===== src/rtl/mips_pkg.sv =====
// Shared MIPS datapath types and widths.
// Imported by the register file, ALU, muxes and control.
package mips_pkg;
  localparam int DATA_W = 32;
  localparam int ADDR_W = 5;
  localparam int NREGS  = 2**ADDR_W;

  typedef logic [ADDR_W-1:0] reg_addr_t;
  typedef logic [DATA_W-1:0] word_t;

  localparam reg_addr_t REG_ZERO = 5'd0;
endpackage


===== src/rtl/register_file_if.sv =====
// Register file access bundle: two read ports, one write port.
// master = decode-stage driver, slave = register_file.
interface register_file_if;
  import mips_pkg::*;

  reg_addr_t read_reg1;
  reg_addr_t read_reg2;
  reg_addr_t write_reg;
  word_t     write_data;
  logic      reg_write;
  word_t     read_data1;
  word_t     read_data2;

  modport master (
    output read_reg1,
    output read_reg2,
    output write_reg,
    output write_data,
    output reg_write,
    input  read_data1,
    input  read_data2
  );

  modport slave (
    input  read_reg1,
    input  read_reg2,
    input  write_reg,
    input  write_data,
    input  reg_write,
    output read_data1,
    output read_data2
  );
endinterface


===== src/rtl/register_file_read_port.sv =====
// One combinational read port: $zero detect, array select and,
// with REG_FILE_BYPASS_EN, write-through forwarding.
module register_file_read_port
  import mips_pkg::*;
(
  input  reg_addr_t addr_i,
  input  word_t     regs_i [NREGS],
  input  logic      we_i,
  input  reg_addr_t waddr_i,
  input  word_t     wdata_i,
  output word_t     data_o
);

  logic is_zero;
  logic byp;

  assign is_zero = (addr_i == REG_ZERO);

`ifdef REG_FILE_BYPASS_EN
  assign byp = we_i && !is_zero &&
               (waddr_i == addr_i);
`else
  logic unused_byp;
  assign unused_byp = ^{we_i, waddr_i, wdata_i};
  assign byp = 1'b0;
`endif

  always_comb begin
    data_o = regs_i[addr_i];
    unique case (1'b1)
      is_zero: data_o = '0;
      byp:     data_o = wdata_i;
      default: data_o = regs_i[addr_i];
    endcase
  end

endmodule


===== src/rtl/register_file.sv =====
// 32 x 32 MIPS register file, $zero hardwired, async active-low reset.
// Optional same-cycle forwarding when REG_FILE_BYPASS_EN is defined.
module register_file
  import mips_pkg::*;
(
  input  logic clk,
  input  logic rst_n,
  register_file_if.slave rf
);

  word_t regs_q [NREGS];
  logic  wr_en;
  logic  byp_en;

  assign wr_en  = rf.reg_write &&
                  (rf.write_reg != REG_ZERO);
  // No forwarding while the array is held in reset
  assign byp_en = wr_en && rst_n;

  always_ff @(posedge clk or negedge rst_n) begin
    if (!rst_n) begin
      for (int i = 0; i < NREGS; i++)
        regs_q[i] <= '0;
    end else if (wr_en) begin
      regs_q[rf.write_reg] <= rf.write_data;
    end
  end

  register_file_read_port u_rp1 (
    .addr_i  (rf.read_reg1),
    .regs_i  (regs_q),
    .we_i    (byp_en),
    .waddr_i (rf.write_reg),
    .wdata_i (rf.write_data),
    .data_o  (rf.read_data1)
  );

  register_file_read_port u_rp2 (
    .addr_i  (rf.read_reg2),
    .regs_i  (regs_q),
    .we_i    (byp_en),
    .waddr_i (rf.write_reg),
    .wdata_i (rf.write_data),
    .data_o  (rf.read_data2)
  );

endmodule


===== src/flat_wrapper.sv =====
// flat-port wrapper written by rule: the top's interface ports become plain ports
module register_file_flat import mips_pkg::*;
  (clk, rst_n, rf_read_reg1, rf_read_reg2, rf_write_reg, rf_write_data, rf_reg_write, rf_read_data1, rf_read_data2);
  register_file_if rf_i ();
  input  logic clk;
  input  logic rst_n;
  input wire logic [$bits(rf_i.read_reg1)-1:0] rf_read_reg1;
  input wire logic [$bits(rf_i.read_reg2)-1:0] rf_read_reg2;
  input wire logic [$bits(rf_i.write_reg)-1:0] rf_write_reg;
  input wire logic [$bits(rf_i.write_data)-1:0] rf_write_data;
  input wire logic [$bits(rf_i.reg_write)-1:0] rf_reg_write;
  output wire logic [$bits(rf_i.read_data1)-1:0] rf_read_data1;
  output wire logic [$bits(rf_i.read_data2)-1:0] rf_read_data2;
  assign rf_i.read_reg1 = rf_read_reg1;
  assign rf_i.read_reg2 = rf_read_reg2;
  assign rf_i.write_reg = rf_write_reg;
  assign rf_i.write_data = rf_write_data;
  assign rf_i.reg_write = rf_reg_write;
  assign rf_read_data1 = rf_i.read_data1;
  assign rf_read_data2 = rf_i.read_data2;
  register_file u_core (.clk(clk), .rst_n(rst_n), .rf(rf_i));
endmodule

===== config.mk =====
export PLATFORM = sky130hd
export DESIGN_NAME = register_file_flat
export DESIGN_NICKNAME = d
export VERILOG_FILES = /design/src/rtl/mips_pkg.sv /design/src/rtl/register_file_if.sv /design/src/rtl/register_file_read_port.sv /design/src/rtl/register_file.sv /design/src/flat_wrapper.sv
export SDC_FILE = /design/constraint.sdc
export NUM_CORES = 2
export LEC_CHECK = 0
export ABC_AREA = 1
export CORE_MARGIN = 10
export CORE_UTILIZATION = 60
export DETAILED_ROUTE_END_ITERATION = 7
export MAX_ROUTING_LAYER = met4
export PLACE_DENSITY = 0.73
export RECOVER_POWER = 50
export SLEW_MARGIN = 20
export SYNTH_ARGS = -nofsm -noshare
export SYNTH_HDL_FRONTEND = slang
export SYNTH_SLANG_ARGS = --single-unit

===== constraint.sdc =====
create_clock -name clk -period 2.9 [get_ports clk]
set_clock_uncertainty 0.1 [all_clocks]
set_input_delay 0.435 -clock clk [delete_from_list [all_inputs] [get_ports clk]]
set_output_delay 0.435 -clock clk [all_outputs]
set_load 0.01 [all_outputs]

==> impl_summary.log <==
INFO  metric commonest_cells_in_the_synthesized_netlist = sky130_fd_sc_hd__nand2_1, sky130_fd_sc_hd__nand3_1, sky130_fd_sc_hd__dfrtp_1, sky130_fd_sc_hd__o21ai_0, sky130_fd_sc_hd__clkbuf_1
INFO  metric worst_min_delay_path_category = in2reg
INFO  metric root_buffer_cell = sky130_fd_sc_hd__clkbuf_16
INFO  metric hold_path.startpoint = rf_write_data[28]
INFO  metric largest_net_degree_at_the_start_of_global_routing = just under 90
INFO  metric clock_insertion_delay_worst_skew = 690 ps
INFO  metric floorplan_core_area = 93,300 sq um
INFO  metric top_level_ports = between 100 and 150
INFO  metric drt_wl_total = 217,000 microns
INFO  metric count_of_final_max_slew_check_failures = 38
INFO  metric hold_viol_final = 0
INFO  metric setup_slack_after_layout = ~47 ps
INFO  metric detail_route.drc_violations = 0
INFO  metric worstSetupPathType = reg2out
INFO  metric final_min_period_over_clock_period = a little over nine tenths
INFO  metric min_period = 2850 ps
INFO  metric r2r-end = u_core.regs_q[76]
INFO  metric area.growth.synth_to_final = 16.6%
INFO  metric drt-initial-drc-count = 9,292
INFO  metric nFillCells = 7,918
INFO  metric initial_util = roughly 60%
INFO  metric regMostFlops = u_core.regs_q
INFO  metric setup.reg_to_reg.worst_slack = 1960 ps
INFO  metric critPathRequiredTime = about 2400 ps
INFO  metric avgViaCountPerCell = 6.26
INFO  metric detailroute.via_count = between 60,000 and 70,000
INFO  metric synth-seq-area-share = 45.4%
INFO  metric irDropWorstVdd = 536 uV
INFO  metric tritoncts_clock_tree = done
INFO  metric cp.arrival = about 2300 ps
INFO  metric yosys.area.top_type = sky130_fd_sc_hd__dfrtp_1
INFO  metric yosysUniqueCellTypes = 18
INFO  metric clock-sinks = just over 1,000
INFO  metric violations = max-capacitance violations, max-slew violations
INFO  metric syn_avg_cell_area = 6.77 sq um
INFO  metric initial_antenna_violation_count = 3
INFO  metric firstDrtPassIters = 7
INFO  metric min_path_cells = 3
INFO  metric status = complete, but fails checks
INFO  metric worst_setup_path_start_kind = flip-flop
INFO  metric synth_largest_type_area_fraction = 45.4%
INFO  metric worstPathMaxFanout = 2
INFO  metric largest_reg_flops = around 1,000
INFO  metric wl_per_cell = 22.6 microns
INFO  metric r2r_start = u_core.regs_q[76]
INFO  metric worst_hold_slack = 219 ps
INFO  metric die_area = 107,000 sq um
INFO  metric power_leakage = 0.0316 uW
INFO  metric synth_edf_count = 0
INFO  metric clk_pin_slew_worst_paths = 60 ps
INFO  metric die_w = 327 microns
INFO  metric power-per-cell-area = about 660 nW/um^2
INFO  metric synth.most_common_cell = sky130_fd_sc_hd__nand2_1
INFO  metric largest_registers = u_core.regs_q (1024)
INFO  metric rsz0062_at_grt = false
INFO  metric setup_violations = 0
INFO  metric std_cell_rows = 112
INFO  metric routabilityCongestion = ~0.94
INFO  metric globalRouteTotalUtil = 40.7%
INFO  metric dp_worst_setup_slack = -156 ps
INFO  metric cts_max_level = 3
INFO  metric synth_flop_cell = sky130_fd_sc_hd__dfrtp_1
INFO  metric cts_buffers = 109
INFO  metric overflow = 0
INFO  metric num-nets-final = slightly above 8,000
INFO  metric setup.worst_path.start = u_core.regs_q[71]
INFO  metric destination_of_the_worst_hold_path = u_core.regs_q[92]
INFO  metric reg2regPathDepth = 3
INFO  metric setup.worst_path.end_class = output pin
INFO  metric post_synth_instance_area = 56,400 sq um
INFO  metric synthesis.nets = 8,378
INFO  metric maxClockFrequency = between 300 and 400 MHz
INFO  metric async_flop_share = 100%
INFO  metric die_height = 327 microns
INFO  metric post_route_cells_drive_above_1_share = roughly 8.5%
INFO  metric detailed_placement_hpwl = around 130,000 microns
INFO  metric postSynthCellCount = 8,328
INFO  metric max_cap_viol = 1
INFO  metric ys.warnings.count = 0
INFO  metric max_buffers_root_to_sink = 3
INFO  metric first_global_vias = 56,400
INFO  metric count_of_nets_left_with_antenna_violations_after_detail_routing = 0
INFO  metric io_buffers = ~110
INFO  metric worstMarginPinSlew = 1740 ps
INFO  metric first_pass_grt_wire_length = approximately 330,000 microns
INFO  metric synth_area_leaders = sky130_fd_sc_hd__dfrtp_1, sky130_fd_sc_hd__nand2_1, sky130_fd_sc_hd__nand3_1, sky130_fd_sc_hd__o21ai_0, sky130_fd_sc_hd__clkbuf_1
INFO  metric postSynthRegisterBits = 1,024
INFO  metric slew_headroom = -15.9%
## how the worst max path moves through the flow
stage,cells after the start,slack [ps],to
after floorplan,12,540,rf_read_data2[21]
after global placement,11,-150,rf_read_data1[26]
after detailed placement,11,-160,rf_read_data1[26]
after CTS,13,-20,rf_read_data1[25]
after global routing,10,2,rf_read_data1[16]
final,11,50,rf_read_data1[7]
## cells by family (layout without fill, tap and decap cells)
logic type / Yosys count / count (layout) / synth area share (%)
and+or+nand+nor: 5211 / 5211 / 37.9
buffers and inverters: 869 / 884 / 5.83
AOI/OAI and AO/OA: 1224 / 1224 / 10.9
other: 0 / 2 / 0
DFF: 1024 / 1024 / 45.4
## where the power goes
part           total (uW)  switching, uW  internal [uW]
combinational        8870           5330           3550
sequential          19300           2330          17000
clock               15000           5990           9010
## placed cells by master (no fill, tap or decap), types with 12 or more instances in the layout
cell type,count
sky130_fd_sc_hd__nand2_1,3362
sky130_fd_sc_hd__buf_6,13
sky130_fd_sc_hd__inv_1,100
sky130_fd_sc_hd__clkbuf_8,23
sky130_fd_sc_hd__clkdlybuf4s50_1,38
sky130_fd_sc_hd__nand2_2,19
sky130_fd_sc_hd__o21ai_0,999
sky130_fd_sc_hd__a21oi_1,220
sky130_fd_sc_hd__buf_12,153
sky130_fd_sc_hd__clkbuf_16,110
sky130_fd_sc_hd__clkinv_2,21
sky130_fd_sc_hd__dfrtp_1,1024
sky130_fd_sc_hd__buf_4,274
sky130_fd_sc_hd__clkbuf_1,29
sky130_fd_sc_hd__nor2_2,12
sky130_fd_sc_hd__dlygate4sd2_1,45
sky130_fd_sc_hd__nor2_1,410
sky130_fd_sc_hd__bufinv_16,17
sky130_fd_sc_hd__nand3_1,1381
## through the flow
stage | area [sq um] | TNS, ps | util (%) | total power (uW) | std cells
2_1_floorplan | 56400 | 0 | - | 24500 | 8328
3_3_place_gp | 62000 | -2620 | 66.4 | 27700 | 9393
3_5_place_dp | 62000 | -3110 | 66.4 | 28100 | 9393
4_1_cts | 66000 | -15.7 | 70.7 | 43000 | 9598
5_1_grt | 65800 | 0 | 70.5 | 45300 | 9599
6_report | 65800 | 0 | 70.5 | 43200 | 9599
## layout make-up
type | count | area [sq um] | share of cell area [%]
multi-input combinational | 6435 | 27600 | 42.0
sequential | 1024 | 25600 | 38.9
timing repair buffer | 576 | 6680 | 10.2
clock buffer | 155 | 3150 | 4.79
tap | 1254 | 1570 | 2.38
clock inverter | 40 | 639 | 0.972
inverter | 113 | 497 | 0.755
antenna | 2 | 5.00 | 0.00761
## critical path, cell delays in order (launching register included)
cell                            delay [ps]
sky130_fd_sc_hd__dfrtp_1               380
sky130_fd_sc_hd__buf_4                 130
sky130_fd_sc_hd__nand2_1                40
sky130_fd_sc_hd__nand3_1                80
sky130_fd_sc_hd__nand3_1                70
sky130_fd_sc_hd__nand2_1               120
sky130_fd_sc_hd__nand2_1                70
sky130_fd_sc_hd__nand3_1               100
sky130_fd_sc_hd__nand2_1                70
sky130_fd_sc_hd__nor2_2                120
sky130_fd_sc_hd__buf_4                 150
sky130_fd_sc_hd__dlygate4sd2_1         280
## metal layers
layer / global-route usage, % / share of wire [%] / vias to the layer above
li1: - / - / 26900
met1: 52.6 / 38 / 27900
met2: 58.6 / 43 / 4292
met3: 9.42 / 13 / 940
met4: 23.1 / 6.6 / 0
met5: - / 0 / -
## what timing repair did
action                                  4_1_cts  5_1_grt
endpoints found under the hold margin        22        0
resized for setup                            77       22
cloned                                        3        0
hold buffers                                  1        0
pin swaps                                     1        4
endpoints found under the setup margin       58       18
buffers inserted                              6        0
Power figures use the tool's default switching activity.
